$ cat src/rtl/matmul_loader_pkg.sv
`default_nettype none
// ============================================================================
//  matmul_loader_pkg : shared types and job geometry for the operand loader
//  Revision: 1.0
// ============================================================================
package matmul_loader_pkg;

    typedef enum logic [2:0] {
        LOAD_A = 3'd0,
        LOAD_B = 3'd1,
        GAP    = 3'd2,
        RUN    = 3'd3,
        DRAIN  = 3'd4
    } state_e;

    localparam int WORDS_PER_MATRIX = 16;
    localparam int JOB_WORDS        = 32;

endpackage : matmul_loader_pkg
`default_nettype wire

$ cat src/rtl/matmul_operand_loader.sv
`default_nettype none
// ============================================================================
//  matmul_operand_loader : streams A then B operands onto the multiplier write
//  bus, then holds start until done.                          Revision: 1.0
// ============================================================================
module matmul_operand_loader
    import matmul_loader_pkg::*;
#(
    parameter int DATA_W = 16,
    parameter int ADDR_W = 4
) (
    input  logic              clk,
    input  logic              reset,
    input  logic [DATA_W-1:0] s_data,
    input  logic              s_valid,
    input  logic              s_last,
    output logic              s_ready,
    output logic              we1,
    output logic              we2,
    output logic [ADDR_W-1:0] addr_pi,
    output logic [DATA_W-1:0] data_pi,
    output logic              start,
    input  logic              done,
    output logic              busy,
    output logic              err_framing,
    output logic [7:0]        jobs_count
);

    state_e              state_q, state_d;
    logic [ADDR_W-1:0]   idx_q, idx_d;
    logic                err_q, err_d;
    logic [7:0]          jobs_q, jobs_d;
    logic                busy_q, busy_d;
    logic                we1_q, we2_q;
    logic [ADDR_W-1:0]   addr_q;
    logic [DATA_W-1:0]   data_q;

    logic                w_accept;
    logic                w_idx_last;
    logic                w_wr_a, w_wr_b;

    // Ready depends only on state (and reset), never on s_valid.
    assign s_ready    = !reset && ((state_q == LOAD_A) || (state_q == LOAD_B));
    assign w_accept   = s_valid && s_ready;
    assign w_idx_last = (idx_q == '1);

    always_comb begin
        state_d = state_q;
        idx_d   = idx_q;
        err_d   = err_q;
        jobs_d  = jobs_q;
        w_wr_a  = 1'b0;
        w_wr_b  = 1'b0;
        case (state_q)
            LOAD_A: begin
                if (w_accept) begin
                    w_wr_a = 1'b1;
                    if (s_last) begin
                        err_d = 1'b1;
                        idx_d = '0;
                    end else if (w_idx_last) begin
                        state_d = LOAD_B;
                        idx_d   = '0;
                    end else begin
                        idx_d = idx_q + ADDR_W'(1);
                    end
                end
            end
            LOAD_B: begin
                if (w_accept) begin
                    w_wr_b = 1'b1;
                    if (w_idx_last) begin
                        // A missing last is flagged but the job still runs.
                        state_d = GAP;
                        idx_d   = '0;
                        if (!s_last) begin
                            err_d = 1'b1;
                        end
                    end else if (s_last) begin
                        err_d   = 1'b1;
                        state_d = LOAD_A;
                        idx_d   = '0;
                    end else begin
                        idx_d = idx_q + ADDR_W'(1);
                    end
                end
            end
            GAP: begin
                state_d = RUN;
            end
            RUN: begin
                if (done) begin
                    state_d = DRAIN;
                    jobs_d  = jobs_q + 8'd1;
                end
            end
            DRAIN: begin
                state_d = LOAD_A;
                idx_d   = '0;
            end
            default: begin
                state_d = LOAD_A;
                idx_d   = '0;
            end
        endcase
        busy_d = !((state_d == LOAD_A) && (idx_d == '0));
    end

    always_ff @(posedge clk) begin
        if (reset) begin
            state_q <= LOAD_A;
            idx_q   <= '0;
            err_q   <= 1'b0;
            jobs_q  <= 8'd0;
            busy_q  <= 1'b0;
            we1_q   <= 1'b0;
            we2_q   <= 1'b0;
            addr_q  <= '0;
            data_q  <= '0;
        end else begin
            state_q <= state_d;
            idx_q   <= idx_d;
            err_q   <= err_d;
            jobs_q  <= jobs_d;
            busy_q  <= busy_d;
            we1_q   <= w_wr_a;
            we2_q   <= w_wr_b;
            if (w_wr_a || w_wr_b) begin
                addr_q <= idx_q;
                data_q <= s_data;
            end
        end
    end

    assign we1         = we1_q;
    assign we2         = we2_q;
    assign addr_pi     = addr_q;
    assign data_pi     = data_q;
    assign start       = (state_q == RUN);
    assign busy        = busy_q;
    assign err_framing = err_q;
    assign jobs_count  = jobs_q;

endmodule : matmul_operand_loader
`default_nettype wire
$ cat config.mk
export PLATFORM = sky130hd
export DESIGN_NAME = matmul_operand_loader
export DESIGN_NICKNAME = d
export VERILOG_FILES = /design/src/rtl/matmul_loader_pkg.sv /design/src/rtl/matmul_operand_loader.sv
export SDC_FILE = /design/constraint.sdc
export NUM_CORES = 1
export LEC_CHECK = 0
export ABC_AREA = 1
export CORE_MARGIN = 2
export CORE_UTILIZATION = 54
export CTS_CLUSTER_SIZE = 10
export DETAILED_ROUTE_END_ITERATION = 6
export DONT_BUFFER_PORTS = 1
export GPL_TIMING_DRIVEN = 0
export PLACE_DENSITY = 0.76
export SKIP_LAST_GASP = 1
export SLEW_MARGIN = 20
export SYNTH_ARGS = -nofsm -noshare
export SYNTH_HDL_FRONTEND = slang
export SYNTH_SLANG_ARGS = --single-unit
$ cat constraint.sdc
create_clock -name clk -period 3.57 [get_ports clk]
set_clock_uncertainty 0.1 [all_clocks]
set_input_delay 0.714 -clock clk [delete_from_list [all_inputs] [get_ports clk]]
set_output_delay 0.714 -clock clk [all_outputs]
set_load 0.005 [all_outputs]
==> metrics.cfg <==
[sta]
hold_viol=0
period_minus_slack_ns=1.94
tightest_slew_ns=0.490
fin_tns_setup_ns=0
setup_viol=0
fmax_mhz=514
slew_headroom_pct=67.4
holdWs_ns=0.373
rsz0062_at_grt=false
drv_slew=0
min_period_over_period_pct=54.5

[yosys]
synthesis.area_mm2=0.00167
synth_nets=255
synthCells=232
avgSynthCellArea_um2=7.19
synth-seq-area-share_pct=46.8
yosys_register_bits=39
synth_cell_types=22
yosys_warnings=0

[critical_path]
critPathKind=reg2out
crit_arrival_ns=1.13
ff2ff_path_depth=10
regToRegSetupSlack_ns=1.94
r2r_start=idx_q[1]
cp-end-kind=output port
startpoint_type=flop
r2r_end=busy
path_max_fanout=8
cp_data_required_time_ns=2.76

[hold_path]
hold_class=in2reg
hold_path_depth=2
hp-start=s_data[14]
hold-path-endpoint=data_pi[14]

[global_route]
grt_pass1_vias=1282
grt_start_max_net_pins=12
grt_antenna_before_repair=0
grt_pass1_wl_um=5520
grtUsageTotal_pct=20.8
use_met2_pct=34.4
gr-total-overflow=0
top_usage_layer=met2
grtUsageMet1_pct=24.7
grtUsageMet3_pct=7.86

[cts]
cts.sinks=39
clockBufferDepth=2
htree_levels=2
cts_tree=yes
clkTransAtPathRegs_ns=0.11
cts_resized=0
cts_hold_buffers=0
numCtsBuffers=5
post_cts_buffers=0
clk_latency_ns=0.34
ctsRootBufferMaster=clkbuf_4

[finish]
syn_to_final_growth_pct=5.85
drive_above_1_share_pct=10.9
num_antenna_cells=0
design_area_mm2=0.00177
layout_common_cells=nand2_1 (62), dfxtp_1 (39), inv_1 (29), nand3_1 (29), nor2_1 (21)
nNetsFinal=262
final_common_cell=nand2_1

[placement]
io_buffers=0
dp_hpwl_um=2480
place.gp.congestion=0.872
post_dp_cell_area_mm2=0.00171

[floorplan]
start_util_pct=55.6
num_rows=20
die_w_um=59.6
dieArea_mm2=0.00355
die_h_um=59.6
core_area_mm2=0.00300
ioPinCount=55

[power_and_ir_drop]
ir_drop_mv=0.272
p_per_area_mw_per_mm2=422
p_total_w=0.000745
p_leak_nw=0.813

[drt]
routedWlPerCell_um=12.7
via_per_inst=5.02
postRouteAntennaNets=0
dr.pass1.iters=4
drt_wl_total_um=3460
vias=1366
drt_iter0_markers=56
drc=0

[status]
status=finished, final reports clean

[flow_run]
max_cap_violations=0

==> routing by layer <==
metal  vias to the layer above  part of all wire, %
met3                         6                  6.0
met5                         -                    0
li1                        742                    -
met2                        30                   48
met4                         0                  1.4
met1                       588                   45
==> stage by stage <==
stage	cells	worst slack (ns)	utilization [%]
detailed placement	265	1.60	57.0
finish	272	1.63	58.8
CTS	272	1.62	58.8
global placement	265	1.60	57.0
global route	272	1.52	58.8
floorplan	232	1.79	-
==> report_power, final <==
group	leakage [nW]	internal (W)	total (W)	switching, W
registers	0.319	0.000452	0.000466	0.0000133
clock network	0.0341	0.0000913	0.000227	0.000136
logic	0.460	0.0000183	0.0000525	0.0000342
total	0.813	0.000562	0.000745	0.000183
==> worst max path at each step <==
stage / start / endpoint / depth (start not counted)
after floorplan: reset / s_ready / 3
after global placement: reset / data_pi[3] / 5
after detailed placement: reset / data_pi[13] / 5
after CTS: state_q[2] / s_ready / 3
after global routing: state_q[2] / s_ready / 3
final: state_q[2] / s_ready / 3
==> flip-flops by register name, summed over array words and instances, names as in the netlist <==
name and count:
we1 1, idx_q 4, jobs_count 8, state_q 3, err_framing 1, we2 1
data_pi 16, busy 1, addr_pi 4
==> cell type report <==
class	count	area, um^2
fill	295	1240
sequential	39	781
multi-input combinational	153	726
inverter	31	116
clock buffer	6	51.3
buffer	9	46.3
tap	33	41.3
clock inverter	1	5.00
==> cells by family (layout without fill, tap and decap cells) <==
family / Yosys count / count (layout) / synth area share (%)
simple gates: 129 / 129 / 35.2
flops: 39 / 39 / 46.8
fa+ha+maj: 2 / 2 / 1.50
compound gates: 22 / 22 / 6.82
buf+inv: 40 / 47 / 9.74
==> critical path, cell delays in order, from the launching register on <==
cell     delay (ns)
dfxtp_1        0.36
nor2_4         0.23
nand2_2        0.11
inv_1          0.08
==> synth_stat cells, drive strengths merged <==
master / n / area, um^2
nand2: 65 / 251
dfxtp: 39 / 781
nand3: 33 / 185
inv: 31 / 116
nor2: 25 / 114
a21oi: 11 / 58.8
o21ai: 11 / 55.1
buf: 6 / 35.0
clkbuf: 3 / 11.3
nand4: 3 / 18.8
ha: 2 / 25.0
nor3: 2 / 10.0
nor3b: 1 / 7.51
No activity file was read; power rests on OpenSTA's default activity.
